$ cat src/rtl/alu_arbiter_pkg.sv
// Shared types and widths for the ALU arbiter.
package alu_arbiter_pkg;
    localparam int DATA_W = 32;
    localparam int OP_W   = 4;

    typedef enum logic [1:0] {IDLE, EXEC, RESP} arb_state_t;
endpackage

$ cat src/rtl/riscv_alu_constants.sv
// ALU opcode encoding shared by the ALU and every unit that issues operations to it.
package riscv_alu_constants;
    localparam logic [3:0] ALUOP_ADD  = 4'd0;
    localparam logic [3:0] ALUOP_SUB  = 4'd1;
    localparam logic [3:0] ALUOP_AND  = 4'd2;
    localparam logic [3:0] ALUOP_OR   = 4'd3;
    localparam logic [3:0] ALUOP_XOR  = 4'd4;
    localparam logic [3:0] ALUOP_SLL  = 4'd5;
    localparam logic [3:0] ALUOP_SRL  = 4'd6;
    localparam logic [3:0] ALUOP_SRA  = 4'd7;
    localparam logic [3:0] ALUOP_LESS = 4'd8;
endpackage

$ cat src/rtl/alu.sv
// Combinational 32-bit ALU; unknown opcodes fall back to addition.
module alu
    import riscv_alu_constants::*;
(
    input  logic [31:0] op1,
    input  logic [31:0] op2,
    input  logic [3:0]  alu_op,
    output logic [31:0] result,
    output logic        zero
);
    logic signed [31:0] sop1;
    logic signed [31:0] sop2;
    logic        [4:0]  shamt;

    assign sop1  = op1;
    assign sop2  = op2;
    assign shamt = op2[4:0];

    always_comb begin
        result = op1 + op2;
        case (alu_op)
            ALUOP_ADD:  result = op1 + op2;
            ALUOP_SUB:  result = op1 - op2;
            ALUOP_AND:  result = op1 & op2;
            ALUOP_OR:   result = op1 | op2;
            ALUOP_XOR:  result = op1 ^ op2;
            ALUOP_SLL:  result = op1 << shamt;
            ALUOP_SRL:  result = op1 >> shamt;
            ALUOP_SRA:  result = sop1 >>> shamt;
            ALUOP_LESS: result = {31'd0, sop1 < sop2};
            default:    result = op1 + op2;
        endcase
    end

    assign zero = (result == 32'd0);
endmodule

$ cat src/rtl/alu_arbiter.sv
// Round-robin arbiter sharing one ALU between NUM_REQ requesters, one operation in flight.
module alu_arbiter
    import alu_arbiter_pkg::*;
#(
    parameter int NUM_REQ = 2,
    parameter int ID_W    = 1
) (
    input  logic                        clk,
    input  logic                        rst_n,
    input  logic [NUM_REQ-1:0]          req_valid,
    output logic [NUM_REQ-1:0]          req_ready,
    input  logic [NUM_REQ*DATA_W-1:0]   req_op1,
    input  logic [NUM_REQ*DATA_W-1:0]   req_op2,
    input  logic [NUM_REQ*OP_W-1:0]     req_alu_op,
    output logic                        rsp_valid,
    input  logic                        rsp_ready,
    output logic [ID_W-1:0]             rsp_id,
    output logic [DATA_W-1:0]           rsp_result,
    output logic                        rsp_zero,
    output logic                        busy
);
    arb_state_t          state;
    logic [ID_W-1:0]     last;
    logic [ID_W-1:0]     grant;
    logic [DATA_W-1:0]   sel_op1;
    logic [DATA_W-1:0]   sel_op2;
    logic [OP_W-1:0]     sel_aluop;

    logic [DATA_W-1:0]   op1_p0;
    logic [DATA_W-1:0]   op2_p0;
    logic [OP_W-1:0]     aluop_p0;
    logic [ID_W-1:0]     id_p0;

    logic [DATA_W-1:0]   alu_result;
    logic                alu_zero;

    // Distance from last+1 (mod NUM_REQ) ranks each requester; the nearest valid one wins.
    function automatic logic [ID_W-1:0] rr_pick(input logic [NUM_REQ-1:0] vld,
                                               input logic [ID_W-1:0]    prev);
        logic [ID_W-1:0] pick;
        int              best_d;
        int              d;
        pick   = '0;
        best_d = NUM_REQ;
        for (int j = 0; j < NUM_REQ; j++) begin
            d = (j + 2 * NUM_REQ - int'(prev) - 1) % NUM_REQ;
            if (vld[j] && d < best_d) begin
                best_d = d;
                pick   = ID_W'(j);
            end
        end
        return pick;
    endfunction

    assign grant = rr_pick(req_valid, last);
    assign busy  = (state != IDLE);

    always_comb begin
        req_ready = '0;
        if (state == IDLE && rst_n && (|req_valid)) begin
            req_ready[grant] = 1'b1;
        end
    end

    always_comb begin
        sel_op1   = '0;
        sel_op2   = '0;
        sel_aluop = '0;
        for (int j = 0; j < NUM_REQ; j++) begin
            if (ID_W'(j) == grant) begin
                sel_op1   = req_op1[DATA_W*j +: DATA_W];
                sel_op2   = req_op2[DATA_W*j +: DATA_W];
                sel_aluop = req_alu_op[OP_W*j +: OP_W];
            end
        end
    end

    alu u_alu (
        .op1    (op1_p0),
        .op2    (op2_p0),
        .alu_op (aluop_p0),
        .result (alu_result),
        .zero   (alu_zero)
    );

    always_ff @(posedge clk or negedge rst_n) begin
        if (!rst_n) begin
            state      <= IDLE;
            last       <= ID_W'(NUM_REQ - 1);
            op1_p0     <= '0;
            op2_p0     <= '0;
            aluop_p0   <= '0;
            id_p0      <= '0;
            rsp_valid  <= 1'b0;
            rsp_id     <= '0;
            rsp_result <= '0;
            rsp_zero   <= 1'b0;
        end else begin
            case (state)
                // p0: capture the granted request
                IDLE: begin
                    if (|req_valid) begin
                        op1_p0   <= sel_op1;
                        op2_p0   <= sel_op2;
                        aluop_p0 <= sel_aluop;
                        id_p0    <= grant;
                        last     <= grant;
                        state    <= EXEC;
                    end
                end
                // p1: register ALU output; zero flag is frozen here with the result
                EXEC: begin
                    rsp_result <= alu_result;
                    rsp_zero   <= alu_zero;
                    rsp_id     <= id_p0;
                    rsp_valid  <= 1'b1;
                    state      <= RESP;
                end
                RESP: begin
                    if (rsp_ready) begin
                        rsp_valid <= 1'b0;
                        state     <= IDLE;
                    end
                end
                default: state <= IDLE;
            endcase
        end
    end
endmodule

$ cat config.mk
export PLATFORM = sky130hd
export DESIGN_NAME = alu_arbiter
export DESIGN_NICKNAME = d
export VERILOG_FILES = /design/src/rtl/alu_arbiter_pkg.sv /design/src/rtl/riscv_alu_constants.sv /design/src/rtl/alu.sv /design/src/rtl/alu_arbiter.sv
export SDC_FILE = /design/constraint.sdc
export NUM_CORES = 1
export LEC_CHECK = 0
export CAP_MARGIN = 15
export CORE_ASPECT_RATIO = 1.2
export CORE_MARGIN = 2
export CORE_UTILIZATION = 45
export CTS_CLUSTER_DIAMETER = 40
export CTS_CLUSTER_SIZE = 16
export DETAILED_ROUTE_END_ITERATION = 16
export PLACE_DENSITY_LB_ADDON = 0.1
export SLEW_MARGIN = 15
export SYNTH_ARGS = -nofsm -noshare
export SYNTH_HDL_FRONTEND = slang
export SYNTH_SLANG_ARGS = --single-unit
$ cat constraint.sdc
create_clock -name clk -period 6.21 [get_ports clk]
set_input_delay 1.242 -clock clk [delete_from_list [all_inputs] [get_ports clk]]
set_output_delay 1.242 -clock clk [all_outputs]
set_load 0.05 [all_outputs]
==> flow_metrics.py, run 1 <==
metrics = {
    "logic_synthesis": {
        "synth_top_area_share_pct": 18.1,
        "mappedNetlistArea_mm2": 0.0147,
        "seq_area_frac_synth_pct": 18.3,
        "synth_largest_area_cell": "sky130_fd_sc_hd__dfrtp_1",
        "synth_flop_cell": "sky130_fd_sc_hd__dfrtp_1",
        "netlist_top_cells_area": "sky130_fd_sc_hd__dfrtp_1, sky130_fd_sc_hd__mux2i_1, sky130_fd_sc_hd__ha_1",
        "synth_warnings": 0,
        "synth_edf_count": 0,
        "ys_async_sr_fraction_pct": 100,
        "post-synth-top-count-cell": "sky130_fd_sc_hd__nor2_1",
        "ys_seq_elements": 107,
        "synth_commonest_cells": "sky130_fd_sc_hd__nor2_1, sky130_fd_sc_hd__a21oi_1, sky130_fd_sc_hd__nand2_1",
        "synthDistinctLibCells": 91,
        "syn-mean-instance-area_um2": 7.83,
        "mappedNetlistNets": 2112,
        "syn_inst": 1872,
    },
    "detailed_routing": {
        "detail-route-antenna-nets": 0,
        "avgViaCountPerCell": 6.84,
        "drtPass1Iterations": 6,
        "drt-wirelength-per-cell_um": 28.0,
        "drtIter0Drc": 2081,
        "wl_um": 66000,
        "drc_errors": 0,
        "detailroute.via_count": 16100,
    },
    "die": {
        "pin_count": 179,
        "core_area_mm2": 0.0322,
        "die_width_um": 169,
        "die_y_um": 202,
        "starting_density_pct": 45.6,
        "std_cell_rows": 72,
        "die_area_mm2": 0.0341,
    },
    "timing": {
        "timing.slew.headroom_pct": 30.8,
        "final_hold_viol_count": 0,
        "timing_worst_slew_pin_value_ns": 1.03,
        "finClkSkew_ns": 0.0129,
        "period_share_pct": 82.8,
        "max_clock_freq_mhz": 195,
        "grt_setup_unrepaired": "false",
        "slew_violations": 0,
        "finalSetupViolCount": 0,
        "min_period_ns": 5.14,
        "setup_tns_ns": 0,
        "setup_slack_ns": 1.07,
    },
    "cts": {
        "htree_levels": 3,
        "tritoncts_num_sinks": 107,
        "cts-root-buf": "sky130_fd_sc_hd__clkbuf_16",
        "cts_tree": "done",
        "post_cts_resize_count": 0,
        "cts.reportedPaths.clkPinSlew_ns": 0.07,
        "clock_tree.buffer_depth": 2,
        "insertion_delay_ns": 0.39,
        "cts_made_buffers": 9,
        "cts_hold_repair.buffers": 0,
        "postCtsSetupBuffers": 0,
    },
    "placement": {
        "placement_setup_slack_ns": 1.30,
        "gp_congestion": 1.05,
        "place.port_buffers": 178,
        "hpwlAfterDp_um": 50900,
        "dp.cells": 2338,
    },
    "cells_and_area": {
        "drive_above_1_share_pct": 9.87,
        "final_core_utilization_pct": 53.0,
        "layoutNonFillerInstCount": 2354,
        "flow.area_growth_from_synthesis_pct": 16.3,
        "post_layout_nets": 2182,
    },
    "critical_path": {
        "crit_path_end_kind": "flop",
        "worst-setup-path-type": "flop to flop",
        "critical_path.reg2reg.startpoint": "op2_p0[0]",
        "critPathLaunchType": "flop",
        "critPathArrivalTime_ns": 5.43,
        "worst_setup_path_startpoint": "op2_p0[0]",
        "required_ns": 6.50,
        "crit_fanout": 69,
    },
    "run_status": {
        "status": "completed",
    },
    "min_path": {
        "hp-class": "flop to flop",
        "hold_start": "rsp_id",
    },
    "global_routing": {
        "grt_first_pass_wirelength_um": 99200,
        "grt_pass1_vias": 15600,
        "largest_net_degree_at_the_start_of_global_routing": 91,
        "number_of_antenna_violations_at_the_first_check_in_global_routing": 1,
        "globalRouteOverflowTotal": 0,
        "grtUsageTotal_pct": 38.7,
    },
    "flow_run": {
        "max_cap_violations": 0,
    },
}
==> sequential cells by signal (all words and copies together) (netlist names) <==
name and count:
rsp_id 1, rsp_zero 1, op2_p0 32, rsp_valid 1, op1_p0 32, id_p0 1
rsp_result 32, aluop_p0 4, last 1, state 2
==> worst max-delay path: stages (launching register included) <==
cell,delay (ns)
sky130_fd_sc_hd__dfrtp_4,1.09
sky130_fd_sc_hd__ha_1,0.33
sky130_fd_sc_hd__o21bai_1,0.11
sky130_fd_sc_hd__o211ai_1,0.50
sky130_fd_sc_hd__a21oi_1,0.25
sky130_fd_sc_hd__o311ai_0,0.34
sky130_fd_sc_hd__nor3b_1,0.34
sky130_fd_sc_hd__o211ai_1,0.28
sky130_fd_sc_hd__nor4b_1,0.65
sky130_fd_sc_hd__and4_1,0.31
sky130_fd_sc_hd__nand4_1,0.14
sky130_fd_sc_hd__nor4_2,0.28
sky130_fd_sc_hd__nand4_1,0.14
sky130_fd_sc_hd__o41ai_2,0.28
==> layout by cell type, fill, tap and decap left out, types with 23 or more instances in the layout <==
cell / count
sky130_fd_sc_hd__nand2_1: 159
sky130_fd_sc_hd__ha_1: 97
sky130_fd_sc_hd__mux2i_1: 125
sky130_fd_sc_hd__nand3_1: 27
sky130_fd_sc_hd__o211ai_1: 31
sky130_fd_sc_hd__mux4_2: 52
sky130_fd_sc_hd__a31oi_1: 28
sky130_fd_sc_hd__o22ai_1: 23
sky130_fd_sc_hd__a21oi_1: 190
sky130_fd_sc_hd__nor3_1: 36
sky130_fd_sc_hd__inv_1: 97
sky130_fd_sc_hd__nor2_1: 191
sky130_fd_sc_hd__mux2_2: 33
sky130_fd_sc_hd__o21ai_0: 100
sky130_fd_sc_hd__dfrtp_1: 102
sky130_fd_sc_hd__clkdlybuf4s50_1: 177
sky130_fd_sc_hd__buf_4: 53
==> worst paths after layout <==
path	endpoint	slack [ns]	cells past startpoint
setup / recovery	rsp_zero	1.07	13
hold / removal	rsp_id	0.48	2
setup reg to reg	rsp_zero	1.07	13
hold reg to reg	rsp_id	0.48	2
max in group asynchronous	op2_p0[0]	4.40	2
min in group asynchronous	rsp_result[25]	0.74	1
==> layout make-up <==
type / count / area (um2)
fillers: 3139 / 15100
multi-input cells: 1492 / 11000
flip-flops and latches: 107 / 2690
repair buffers: 231 / 2190
well taps: 407 / 509
inverters: 101 / 379
clock buffers: 11 / 233
clock inverters: 4 / 76.3
diodes: 1 / 2.50
==> stage by stage <==
step	hold slack (ns)	area, um2
5_1_grt	0.493	17100
4_1_cts	0.484	17100
3_5_place_dp	0.468	16700
6_report	0.479	17100
3_3_place_gp	0.461	16700
2_1_floorplan	0.496	14700
==> layer usage <==
| layer | share of wire, % | global-route usage, % | vias up |
|---|---|---|---|
| met3 | 10 | 8.95 | 254 |
| li1 | - | - | 7089 |
| met2 | 44 | 59.1 | 1051 |
| met5 | 0.014 | 0 | - |
| met1 | 40 | 50.5 | 7697 |
| met4 | 6.3 | 21.6 | 2 |
==> logic make-up (layout without fill, tap and decap cells) <==
kind of cell / Yosys count / in the layout / synth area share (%)
adder cells (fa/ha/maj): 99 / 99 / 8.55
AND/OR/NAND/NOR: 548 / 548 / 17.5
AO/OA/AOI/OAI: 614 / 614 / 27.6
buffers and inverters: 273 / 347 / 7.53
XOR/XNOR: 12 / 12 / 0.717
multiplexers: 219 / 219 / 19.8
flip-flops: 107 / 107 / 18.3
other: 0 / 1 / 0
Power of run 1 is left out: the tool's default activity adds up to more than one toggle a clock period on the data nets, which glitch-free logic cannot reach.
==> run 2: changes to the inputs <==
clock period = 4.6 ns   (was 6.21 ns; I/O delays follow)
==> run 2 against run 1 <==
  * Flip-flop and latch count is the same
  * Hold slack got worse by 0.11 ns
  * Non-clock buffer count increased by 139
  * Maximum frequency grew 17%
  * Setup slack got worse by 0.87 ns
==> flow_metrics.py, run 2 (synthesis gave the netlist of run 1 again) <==
metrics = {
    "die": {
        "std_cell_rows": 72,
        "core_area_mm2": 0.0322,
        "starting_density_pct": 45.6,
        "die_y_um": 202,
        "die_width_um": 169,
        "pin_count": 179,
        "die_area_mm2": 0.0341,
    },
    "placement": {
        "place.port_buffers": 178,
        "hpwlAfterDp_um": 55900,
        "dp.cells": 2473,
        "gp_congestion": 1.05,
    },
    "timing": {
        "min_period_ns": 4.40,
        "slew_violations": 0,
        "finalSetupViolCount": 0,
        "timing.slew.headroom_pct": 26.4,
        "period_share_pct": 95.6,
        "finClkSkew_ns": 0.0188,
        "grt_setup_unrepaired": "false",
        "final_hold_viol_count": 0,
        "timing_worst_slew_pin_value_ns": 1.10,
        "setup_tns_ns": 0,
        "max_clock_freq_mhz": 227,
    },
    "detailed_routing": {
        "wl_um": 70800,
        "drtPass1Iterations": 6,
        "drt-wirelength-per-cell_um": 28.4,
        "drc_errors": 0,
        "drtIter0Drc": 1864,
        "detailroute.via_count": 16900,
        "avgViaCountPerCell": 6.78,
        "detail-route-antenna-nets": 0,
    },
    "critical_path": {
        "worst-setup-path-type": "flop to flop",
        "crit_fanout": 11,
        "worst-path-stages": 16,
        "worst-r2r-cell-count": 16,
        "worst_path_max_delay_cell": "sky130_fd_sc_hd__dfrtp_4",
        "worst_path_largest_cell_delay_ns": 0.60,
        "critPathLaunchType": "flop",
        "internal_reg_to_reg_setup_slack_ns": 0.20,
        "path_cells": "ha_1, fa_1, o21bai_1, nand3_1, a21oi_1, o211ai_1, a31oi_1, buf_4, nand2b_1, nor2_1, a2111oi_1, buf_4, nor3_1, nor2_1, nand4_1, o41ai_2",
        "required_ns": 4.89,
        "cp_num_buf_inv": 2,
        "crit_path_end_kind": "flop",
        "critPathArrivalTime_ns": 4.69,
        "worst_path_dominant_cell_family": "compound AO/OA/AOI/OAI gates",
    },
    "global_routing": {
        "globalRouteOverflowTotal": 0,
        "grtUsageTotal_pct": 41.3,
        "largest_net_degree_at_the_start_of_global_routing": 85,
        "grt_pass1_vias": 16200,
        "number_of_antenna_violations_at_the_first_check_in_global_routing": 4,
        "grt_first_pass_wirelength_um": 105000,
    },
    "cts": {
        "cts_made_buffers": 9,
        "insertion_delay_ns": 0.41,
        "cts.reportedPaths.clkPinSlew_ns": 0.09,
        "cts-root-buf": "sky130_fd_sc_hd__clkbuf_16",
        "cts_tree": "done",
        "clock_tree.buffer_depth": 2,
        "tritoncts_num_sinks": 107,
        "cts_hold_repair.buffers": 0,
        "htree_levels": 3,
    },
    "min_path": {
        "hp-class": "input port to asynchronous set/reset pin",
    },
    "cells_and_area": {
        "top_regs": "op1_p0 (32), op2_p0 (32), rsp_result (32)",
        "post_layout_nets": 2321,
        "final.fill_count": 3019,
        "layoutNonFillerInstCount": 2494,
        "layout_common_cells": "sky130_fd_sc_hd__nor2_1, sky130_fd_sc_hd__a21oi_1, sky130_fd_sc_hd__buf_4, sky130_fd_sc_hd__clkdlybuf4s50_1, sky130_fd_sc_hd__nand2_1",
        "layout_commonest_cell": "sky130_fd_sc_hd__nor2_1",
        "flow.area_growth_from_synthesis_pct": 24.2,
        "drive_above_1_share_pct": 16.0,
    },
    "flow_run": {
        "max_cap_violations": 0,
    },
    "run_status": {
        "status": "completed",
    },
}
-- run 2: changes by cell type in the layout (fill, tap and decap cells not counted), moves of 2 or more --
cell | before | now
sky130_fd_sc_hd__buf_4 | 53 | 185
sky130_fd_sc_hd__clkbuf_8 | 0 | 2
sky130_fd_sc_hd__clkbuf_1 | 2 | 0
sky130_fd_sc_hd__buf_12 | 1 | 7
-- run 2: worst paths after layout --
| path | startpoint | endpoint |
|---|---|---|
| hold / removal | rst_n | op1_p0[30] |
| setup reg to reg | op2_p0[0] | rsp_zero |
| max in group asynchronous | rst_n | op2_p0[0] |
| min in group clk | rsp_result[17] | rsp_result[17] |
| setup / recovery | op2_p0[0] | rsp_zero |
| hold reg to reg | rsp_result[17] | rsp_result[17] |
-- run 2: layout make-up --
type                    instances  area (um2)  area share [%]
clock inverters                 5        83.8           0.460
diodes                          1        2.50          0.0137
repair buffers                370        3310            18.2
multi-input cells            1492       11000            60.3
well taps                     407         509            2.80
flip-flops and latches        107        2690            14.8
clock buffers                  11         253            1.39
inverters                     101         379            2.08
-- run 2: metal layers --
| layer | vias to the layer above | global-route usage, % | routed length, um |
|---|---|---|---|
| li1 | 7392 | - | - |
| met1 | 8141 | 53.1 | 27100 |
| met2 | 1112 | 65.7 | 32300 |
| met3 | 254 | 7.18 | 7060 |
| met4 | 2 | 22.6 | 4370 |
| met5 | - | 0 | 13 |
-- run 2: repair_timing --
item | in CTS | in global routing
hold endpoints to repair | 0 | 0
setup endpoints to repair | 1 | 1
buffers inserted | 0 | 4
gates resized for setup | 1 | 5
gates cloned | 0 | 0
pin swaps | 0 | 1
-- run 2: through the flow --
step	worst slack, ns	area [um2]	hold WS (ns)	util (%)
final	0.203	18200	0.372	56.6
after global routing	0.000591	18200	0.373	56.6
after CTS	0.0814	18200	0.364	56.5
after detailed placement	0.0322	17800	0.465	55.4
after global placement	0.125	17800	0.460	55.4
after floorplan	0.153	14700	0.496	-
-- run 2: worst register-to-register path: cells and delay by family, from the launching register on --
family	cells	cell delay [ns]
DFF	1	0.60
adders and majority gates	2	0.68
buffers and inverters	2	0.39
AOI/OAI and AO/OA	6	1.87
and+or+nand+nor	6	0.76
Power of run 2 is left out for the same reason.
